### src/rtl/cache_arbiter.sv
// Two-master round-robin arbiter in front of a single-port cache.
// One request is in flight at a time; every output is driven from a register.
module cache_arbiter #(
    parameter int ADDRESS_BITWIDTH = 32
) (
    input  logic                        clk,
    input  logic                        rst,
    input  logic                        m0_req,
    input  logic                        m1_req,
    input  logic [ADDRESS_BITWIDTH-1:0] m0_address,
    input  logic [ADDRESS_BITWIDTH-1:0] m1_address,
    input  logic [31:0]                 m0_data_in,
    input  logic [31:0]                 m1_data_in,
    input  logic [3:0]                  m0_write_enable,
    input  logic [3:0]                  m1_write_enable,
    output logic [31:0]                 m0_data_out,
    output logic [31:0]                 m1_data_out,
    output logic                        m0_done,
    output logic                        m1_done,
    output logic [ADDRESS_BITWIDTH-1:0] c_address,
    output logic [31:0]                 c_data_in,
    output logic [3:0]                  c_write_enable,
    input  logic [31:0]                 c_data_out,
    input  logic                        c_data_out_ready,
    input  logic                        c_busy
);

    typedef enum logic [1:0] {IDLE, ISSUE, WAIT, DONE} state_t;

    state_t state_reg;
    logic   last_grant_reg;
    logic   grant_reg;
    logic   next_grant;
    logic   complete;

    // Contention goes to the master not served last; otherwise to whoever asks.
    always_comb begin
        next_grant = m1_req;
        if (m0_req && m1_req) begin
            next_grant = ~last_grant_reg;
        end
    end

    // A non-zero enable pattern marks the in-flight request as a write.
    always_comb begin
        complete = 1'b0;
        if (!c_busy) begin
            complete = (c_write_enable != 4'b0000) || c_data_out_ready;
        end
    end

    always_ff @(posedge clk or posedge rst) begin
        if (rst) begin
            state_reg      <= IDLE;
            last_grant_reg <= 1'b1;
            grant_reg      <= 1'b0;
            c_address      <= '0;
            c_data_in      <= '0;
            c_write_enable <= '0;
            m0_data_out    <= '0;
            m1_data_out    <= '0;
            m0_done        <= 1'b0;
            m1_done        <= 1'b0;
        end else begin
            m0_done <= 1'b0;
            m1_done <= 1'b0;
            case (state_reg)
                IDLE: begin
                    if (!c_busy && (m0_req || m1_req)) begin
                        grant_reg      <= next_grant;
                        last_grant_reg <= next_grant;
                        c_address      <= next_grant ? m1_address : m0_address;
                        c_data_in      <= next_grant ? m1_data_in : m0_data_in;
                        c_write_enable <= next_grant ? m1_write_enable : m0_write_enable;
                        state_reg      <= ISSUE;
                    end
                end
                ISSUE: begin
                    state_reg <= WAIT;
                end
                WAIT: begin
                    if (complete) begin
                        if (c_write_enable == 4'b0000) begin
                            if (grant_reg) begin
                                m1_data_out <= c_data_out;
                            end else begin
                                m0_data_out <= c_data_out;
                            end
                        end
                        // Done is raised here so it is visible for the whole DONE cycle.
                        if (grant_reg) begin
                            m1_done <= 1'b1;
                        end else begin
                            m0_done <= 1'b1;
                        end
                        c_write_enable <= 4'b0000;
                        state_reg      <= DONE;
                    end
                end
                DONE: begin
                    state_reg <= IDLE;
                end
                default: begin
                    state_reg <= IDLE;
                end
            endcase
        end
    end

endmodule
### config.mk
export PLATFORM = sky130hd
export DESIGN_NAME = cache_arbiter
export DESIGN_NICKNAME = d
export VERILOG_FILES = /design/src/rtl/cache_arbiter.sv
export SDC_FILE = /design/constraint.sdc
export NUM_CORES = 1
export LEC_CHECK = 0
export ABC_CLOCK_PERIOD_IN_PS = 7550
export CAP_MARGIN = 20
export CORE_MARGIN = 4
export CORE_UTILIZATION = 38
export DETAILED_ROUTE_END_ITERATION = 7
export PLACE_DENSITY = 0.82
export SETUP_SLACK_MARGIN = 0.5
export SYNTH_ARGS = -nofsm -noshare
export SYNTH_HDL_FRONTEND = slang
export SYNTH_SLANG_ARGS = --single-unit
### constraint.sdc
create_clock -name clk -period 7.55 [get_ports clk]
set_input_delay 2.265 -clock clk [delete_from_list [all_inputs] [get_ports clk]]
set_output_delay 2.265 -clock clk [all_outputs]
set_load 0.03 [all_outputs]
==> results.ini, run 1 <==
[global_routing]
grt_use_total = 0.1925
grt_max_degree = 89
grt_pass1_wl_mm = 26.88
gr-total-overflow = 0
antenna_found_initial = 0
grt_pass1_vias = 5057

[clock_network]
numCtsBuffers = 17
clk_latency_ns = 0.41
post-cts-setup-buffer-count = 0
cts_tree = built
htreeDepth = 4
cts_sinks = 138
cts.hold.buffers_added = 0
path_clk_slew_ns = 0.06
ctsResizeCount = 0
clockBufferDepth = 2
cts_root_buf = clkbuf_16

[place]
routabilityCongestion = 0.8012
dpl.cell_count = 1005
placed_area_um2 = 9022
dpl_worst_slack_ns = 2.902
port_buffers = 307
hpwl_mm = 12.65

[yosys]
ys_seq_area_frac = 0.5893
netlist_instances = 541
synth_cell_types = 30
synth_top_area_cell = dfrtp_1
postSynthAreaPerCell_um2 = 10.84
synth.area.top_cells = dfrtp_1 58%, mux2_2 12%, nand2_1 8.5%
synth_area_um2 = 5862
synth_warnings = 0
syn_nets = 718
yosysTopAreaCellShare = 0.5848
ys_ff_latch = 138

[sta]
tightest_slew_ns = 0.9370
slew_headroom = 0.3739
period_minus_slack_ns = 4.212
finalMaxSlewViolations = 0
fin_skew_ns = 0.007760
fmax_mhz = 237.4
rsz0062_at_grt = false
setup_tns_ns = 0
fin_crit_sh = 0.5579
hold_violations = 0
setup_violations = 0
setup_ws_ns = 3.338

[drt]
drt_iter0_markers = 253
num_vias = 5102
via_per_inst = 4.920
totalWireLength_mm = 17.16
wire_per_inst_um = 16.55
drt-pass1-iter-count = 4
drtAntennaViolNets = 0
drc = 0

[critical_path]
worst_setup_path_end_kind = flip-flop
cp_max_fo = 70
cp.required_ns = 7.86
arrival_ns = 4.52
crit_type = primary input to flip-flop
start_kind = primary input

[run]
maxCapViolCount = 0

[power]
switching_share = 0.3772
peakVddDrop_v = 0.0001925
pwr-share-comb = 0.414
clock_power_share = 0.257
p_int_w = 0.002060
power_leakage_nw = 4.209
p_per_area_nw_per_um2 = 343.4
seq_power_share = 0.329
switchingPower_w = 0.001248

[finish]
fillCellCount = 1197
fin_area_um2 = 9634
stdcell_count = 1037
n_antenna_cell = 0
drive_above_1_share = 0.1272
area_growth_pct = 64.35
fin_util = 0.6361
final_nets = 1013

[die]
die_h_um = 132.2
die_w_um = 132.2
initial_utilization = 0.3870
die-area_um2 = 17480
core_um2 = 15150
num_rows = 45
ioPinCount = 308

[outcome]
outcome = completed

[min_path]
min_path_type = flip-flop to flip-flop

[power by group through the flow]
stage	Combinational [W]	Sequential, W	Clock (W)
after detailed placement	0.00138	0.00110	0
after floorplan	0.000373	0.00149	0
after CTS	0.00139	0.00109	0.000865
after global routing	0.00147	0.00112	0.000896
after global placement	0.00136	0.00109	0
final	0.00137	0.00109	0.000850
[cells in the final DEF (no fill, tap or decap), types with 2 or more instances in the layout]
master / synthesis / layout
clkinv_4: 0 / 3
nor2_1: 65 / 65
buf_4: 1 / 4
a21oi_1: 2 / 2
bufinv_16: 0 / 2
mux2_2: 62 / 62
o2bb2ai_1: 5 / 5
nor2b_1: 5 / 5
dfrtp_1: 137 / 137
o21ai_0: 2 / 2
mux2_1: 3 / 3
and2b_1: 2 / 2
o21bai_1: 4 / 4
clkbuf_16: 0 / 17
nor3_1: 2 / 2
clkinvlp_4: 0 / 2
ha_1: 3 / 3
a211oi_1: 4 / 4
clkbuf_8: 0 / 2
inv_1: 3 / 2
nand2_1: 133 / 132
inv_8: 0 / 2
a31oi_1: 64 / 64
clkdlybuf4s50_1: 0 / 307
inv_6: 0 / 5
[routing by layer]
metal | up-vias | global-route usage | part of all wire
met5 | - | 0 | 0
met4 | 0 | 0.04388 | 0.010
met3 | 14 | 0.08397 | 0.099
met2 | 229 | 0.3201 | 0.48
met1 | 2415 | 0.2328 | 0.41
li1 | 2444 | - | -
[critical path, stage by stage]
cell and delay [ns]:
clkdlybuf4s50_1 0.45, o21ba_2 0.29, and2_4 0.54, buf_4 0.62, nor2_1 0.08, a31oi_1 0.20
[Yosys cell counts (all sizes together)]
| cell type | n |
|---|---|
| clkbuf | 16 |
| o21bai | 4 |
| nor2 | 66 |
| o21ai | 2 |
| inv | 3 |
| o21ba | 1 |
| dfrtp | 137 |
| dfstp | 1 |
| buf | 19 |
| o2bb2ai | 5 |
| nor3 | 2 |
| nand2 | 133 |
| nor4 | 1 |
| nor2b | 5 |
| a21oi | 2 |
| nand4 | 1 |
| and3b | 1 |
| nand3 | 1 |
| a31oi | 64 |
| mux2 | 65 |
| and2 | 1 |
| a21boi | 1 |
| ha | 3 |
| nor3b | 1 |
| a211oi | 4 |
| and2b | 2 |
[cell families (layout without fill, tap and decap cells)]
family	count (synthesis)	in the layout	share of synthesized area
adder cells (fa/ha/maj)	3	3	0.006404
AND/OR/NAND/NOR	214	214	0.1511
buffers and inverters	38	346	0.03522
flip-flops	138	138	0.5893
AO/OA/AOI/OAI	83	83	0.09306
multiplexers	65	65	0.1249
[layout make-up]
cell class,instances,area [um2],area share
Clock buffer,19,452.9,0.04701
Clock inverter,13,158.9,0.01649
Inverter,3,16.27,0.001688
Multi-Input combinational cell,365,2213,0.2297
Sequential cell,138,3455,0.3586
Tap cell,188,235.2,0.02442
Timing Repair Buffer,311,3103,0.3221
[per-stage QoR]
step | total power, W | hold WS [ns]
floorplan | 0.001862 | 0.4757
global placement | 0.002458 | 0.4728
detailed placement | 0.002483 | 0.4913
CTS | 0.003343 | 0.5060
global route | 0.003484 | 0.5179
finish | 0.003308 | 0.5036
[path summary, 6_finish.rpt]
path / start / to / slack [ns] / depth (start not counted)
max: c_busy / c_data_in[20] / 3.34 / 6
min: m1_data_out[14] / m1_data_out[14] / 0.50 / 1
max reg2reg: state_reg[0] / m0_data_out[3] / 5.10 / 6
min reg2reg: m1_data_out[14] / m1_data_out[14] / 0.50 / 1
max in group asynchronous: rst / m1_data_out[3] / 4.02 / 3
min in group asynchronous: rst / m1_data_out[4] / 2.40 / 2
No activity file was read; power rests on OpenSTA's default activity.
==> run 2, diff against run 1 <==
- ABC_CLOCK_PERIOD_IN_PS: 7550 -> 4100
- clock period: 7.55 -> 4.1 ns (I/O delays scaled with it)
==> run 2 against run 1 <==
Against the previous run:
- clock-buffer cell count decreased by 1
- clock power increased by 88%
- clock skew about the same
- final area is 0.88% higher
- die area unchanged
==> results.ini, run 2 (synthesis results as in run 1) <==
[outcome]
outcome = completed

[global_routing]
grt_use_total = 0.2024
gr-total-overflow = 0
antenna_found_initial = 2
grt_max_degree = 78
grt_pass1_vias = 5135
grt_pass1_wl_mm = 27.99

[die]
die_w_um = 132.2
initial_utilization = 0.3870
die-area_um2 = 17480
num_rows = 45
ioPinCount = 308
die_h_um = 132.2
core_um2 = 15150

[power]
p_int_w = 0.003852
switching_share = 0.3756
pwr-share-comb = 0.415
peakVddDrop_v = 0.0003686
switchingPower_w = 0.002317
clock_power_share = 0.260
seq_power_share = 0.325
p_per_area_nw_per_um2 = 634.7
power_leakage_nw = 4.248
p_total_w = 0.006169

[critical_path]
start_kind = primary input
cp.required_ns = 4.42
crit_type = primary input to flip-flop
arrival_ns = 3.17
worst_setup_path_end_kind = flip-flop
cp_max_fo = 77

[sta]
fmax_mhz = 351.4
setup_tns_ns = 0
period_minus_slack_ns = 2.846
fin_skew_ns = 0.007818
fin_crit_sh = 0.6940
slew_headroom = 0.4700
finalMaxSlewViolations = 0
whs_ns = 0.5034
rsz0062_at_grt = false
setup_violations = 0
setup_ws_ns = 1.254
hold_violations = 0
tightest_slew_ns = 0.7934

[clock_network]
cts_sinks = 138
cts_tree = built
htreeDepth = 4
cts.hold.buffers_added = 0
numCtsBuffers = 17
clk_latency_ns = 0.41
clockBufferDepth = 2
post-cts-setup-buffer-count = 0
cts_root_buf = clkbuf_16
path_clk_slew_ns = 0.06
ctsResizeCount = 0

[drt]
drt_iter0_markers = 225
wire_per_inst_um = 17.28
num_vias = 5084
totalWireLength_mm = 17.97
drtAntennaViolNets = 0
via_per_inst = 4.888
drt-pass1-iter-count = 4
drc = 0

[place]
port_buffers = 307
hpwl_mm = 13.45
routabilityCongestion = 0.7815
dpl_worst_slack_ns = 0.8350

[finish]
area_growth_pct = 65.81
final_nets = 1016
n_antenna_cell = 0
final_common_cell = clkdlybuf4s50_1
drive_above_1_share = 0.1303
mostFrequentLayoutCells = 307 x clkdlybuf4s50_1, 137 x dfrtp_1, 132 x nand2_1
fillCellCount = 1194

[run]
maxCapViolCount = 0

[min_path]
min_path_type = flip-flop to flip-flop

## run 2: cell count changes in the layout (fill, tap and decap cells not counted)
cell and delta:
clkinv_2 +1, clkinv_4 +1, inv_6 -2, buf_4 -1, bufinv_16 +1, clkbuf_8 -1, buf_12 +4
## run 2: final timing paths
kind | cells past startpoint | slack [ns] | startpoint | end
max | 6 | 1.25 | c_busy | c_address[29]
min | 1 | 0.50 | m0_data_out[29] | m0_data_out[29]
max reg2reg | 5 | 1.86 | state_reg[0] | m1_data_out[25]
min reg2reg | 1 | 0.50 | m0_data_out[29] | m0_data_out[29]
max in group asynchronous | 3 | 2.04 | rst | last_grant_reg
min in group asynchronous | 2 | 1.32 | rst | m0_done
## run 2: metal layers
metal	GRT usage	vias to the layer above	part of all wire
li1	-	2442	-
met1	0.2324	2391	0.40
met2	0.3469	220	0.49
met3	0.08550	27	0.096
met4	0.05831	4	0.019
met5	0	-	0.0012
## run 2: through the flow
step           cell area (um2)  cells    util
2_1_floorplan             5866    541       -
4_1_cts                   9719   1040  0.6417
3_3_place_gp              9094   1008  0.6004
3_5_place_dp              9094   1008  0.6004
5_1_grt                   9719   1040  0.6417
6_report                  9719   1040  0.6417
## run 2: critical path: stages
cell and delay (ns):
clkdlybuf4s50_1 0.46, o21ba_2 0.30, and2_4 0.51, buf_12 0.35, nor2_1 0.09, a31oi_1 0.17
## run 2: area by class of cell
| class | instances | area [um2] | area share |
|---|---|---|---|
| clock buffers | 18 | 439.2 | 0.04519 |
| clock inverters | 14 | 186.4 | 0.01918 |
| inverters | 3 | 15.01 | 0.001545 |
| multi-input cells | 365 | 2213 | 0.2277 |
| flip-flops and latches | 138 | 3455 | 0.3554 |
| well taps | 188 | 235.2 | 0.02420 |
| repair buffers | 314 | 3176 | 0.3267 |
## run 2: power by group through the flow
| stage | registers [W] | logic (W) | clock network [W] |
|---|---|---|---|
| floorplan | 0.00274 | 0.000686 | 0 |
| global placement | 0.00202 | 0.00253 | 0 |
| detailed placement | 0.00203 | 0.00258 | 0 |
| CTS | 0.00201 | 0.00259 | 0.00164 |
| global route | 0.00206 | 0.00273 | 0.00169 |
| finish | 0.00201 | 0.00256 | 0.00160 |
==> run 3, diff against run 2 <==
- ABC_CLOCK_PERIOD_IN_PS: 4100 -> 2800
- clock period: 4.1 -> 2.8 ns (I/O delays scaled with it)
==> run 3 against run 2 <==
Against the previous run:
- global-route usage fell by 0.073 points
- die area did not move
- combinational power rose by 35%
- final cell count rose by 0.58%
- routed wire length rose by 3.2%
- utilization rose by 0.68 points
- first-iteration DRC count fell by 33%
- largest cell class unchanged
- largest power group unchanged
- setup slack got worse by 0.72 ns
- critical endpoint is now m1_data_out[15]
- power rose by 42%
==> results.ini, run 3 (synthesis results as in run 1) <==
[die]
die_w_um = 132.2
die_h_um = 132.2
ioPinCount = 308
core_um2 = 15150
initial_utilization = 0.3870
die-area_um2 = 17480
num_rows = 45

[min_path]
hold_path_depth = 1
min_path_type = flip-flop to flip-flop
hold_path_end = m0_data_out[20]
min_from = m0_data_out[20]

[sta]
setup_tns_ns = 0
setup_violations = 0
fin_skew_ns = 0.01316
period_minus_slack_ns = 2.266
hold_violations = 0
rsz0062_at_grt = false
fmax_mhz = 441.3
fin_crit_sh = 0.8093
slew_headroom = 0.6378
finalMaxSlewViolations = 0
tightest_slew_ns = 0.5433

[drt]
wire_per_inst_um = 17.73
drtAntennaViolNets = 0
drt_iter0_markers = 151
drc = 0
totalWireLength_mm = 18.55
drt-pass1-iter-count = 4
num_vias = 5159
via_per_inst = 4.932

[finish]
final_nets = 1022
n_antenna_cell = 0
final_common_cell = clkdlybuf4s50_1
area_growth_pct = 67.56
mostFrequentLayoutCells = 177 x clkdlybuf4s50_1, 137 x dfrtp_1, 132 x nand2_1
drive_above_1_share = 0.1364
stdcell_count = 1046

[clock_network]
cts_root_buf = clkbuf_16
clk_latency_ns = 0.42
path_clk_slew_ns = 0.06
post-cts-setup-buffer-count = 0
htreeDepth = 4
numCtsBuffers = 17
cts.hold.buffers_added = 0
cts_tree = built
cts_sinks = 138
clockBufferDepth = 2

[global_routing]
antenna_found_initial = 2
grt_pass1_vias = 5129
grt_use_total = 0.2017
grt_pass1_wl_mm = 27.61
grt_max_degree = 70
gr-total-overflow = 0

[critical_path]
crit_type = flip-flop to output pin
r2r_end = m1_data_out[26]
reg2reg_setup_slack_ns = 0.75
cp_num_buf_inv = 1
crit_chain = clkdlybuf4s50_1
crit_start = m1_data_out[15]
arrival_ns = 1.43
start_kind = flip-flop
timing.critical_path.slowest_stage_cell = clkdlybuf4s50_1
reg2reg_depth = 6
cpPeakStageDelay_ns = 0.67
cp.required_ns = 1.96
cp_max_fo = 2
worst_setup_path_end_kind = output pin
r2r_start = state_reg[0]
cp_top_family = buffers and inverters

[place]
dpl.cell_count = 1014
routabilityCongestion = 0.8059
port_buffers = 307
hpwl_mm = 13.71

[power]
power_leakage_nw = 5.127
peakVddDrop_v = 0.0005527
p_per_area_nw_per_um2 = 892.0

[outcome]
outcome = completed

[run]
maxCapViolCount = 0

==> run 3: cell types whose count changed in the layout (fill, tap and decap cells not counted), moves of 2 or more <==
cell,change
dlymetal6s2s_1,+43
clkdlybuf4s50_1,-130
dlygate4sd2_1,+87
buf_4,+2
buf_12,+4
==> run 3: layer usage <==
layer  wire length [um]  global-route usage  up-vias
met5                 26                   0        -
met4                363             0.06640        4
met3               1817             0.09122       37
met2               9248              0.3515      238
met1               7094              0.2191     2422
li1                   -                   -     2458
==> run 3: worst max path at each step <==
stage,endpoint,depth (start not counted)
2_1_floorplan,c_address[0],1
4_1_cts,m0_data_out[17],1
3_3_place_gp,m1_data_out[26],5
3_5_place_dp,m1_data_out[26],5
6_report,m1_data_out[15],1
5_1_grt,m1_data_out[15],1
==> run 3: worst reg2reg max path: cells and delay by family, from the launching register on <==
family	cells	cell delay (ns)
adders and majority gates	1	0.31
buffers and inverters	2	0.38
DFF	1	0.36
muxes	1	0.30
and+or+nand+nor	2	0.58
==> run 3: stage by stage <==
stage               power, W  setup WS, ns    util  hold slack [ns]  instance area, um2
CTS                 0.008874        0.5002  0.6414           0.4927                9714
finish              0.008762        0.5340  0.6485           0.4840                9822
floorplan           0.005021        0.2397       -           0.4757                5866
detailed placement  0.006767        0.1791  0.6067           0.4784                9189
global placement    0.006686        0.2339  0.6067           0.4786                9189
global route        0.009243        0.4931  0.6485           0.5178                9822
==> run 3: final cells by class <==
type                            count  area, um2
Sequential cell                   138       3455
Timing Repair Buffer              320       3269
Clock inverter                     13      181.4
Multi-Input combinational cell    365       2213
Inverter                            3      15.01
Clock buffer                       19      452.9
Tap cell                          188      235.2
Fill cell                        1174       5324
==> run 3: repair_timing <==
item / CTS / global route
endpoints found under the setup margin: 87 / 43
cloned: 0 / 0
endpoints found under the hold margin: 0 / 0
resized for setup: 87 / 43
==> run 3: report_power, final <==
group	internal (W)	switching (W)	total (W)	leakage, nW
clock network	0.00148	0.000916	0.00239	0.309
registers	0.00258	0.000326	0.00291	1.72
logic	0.00132	0.00214	0.00346	3.09
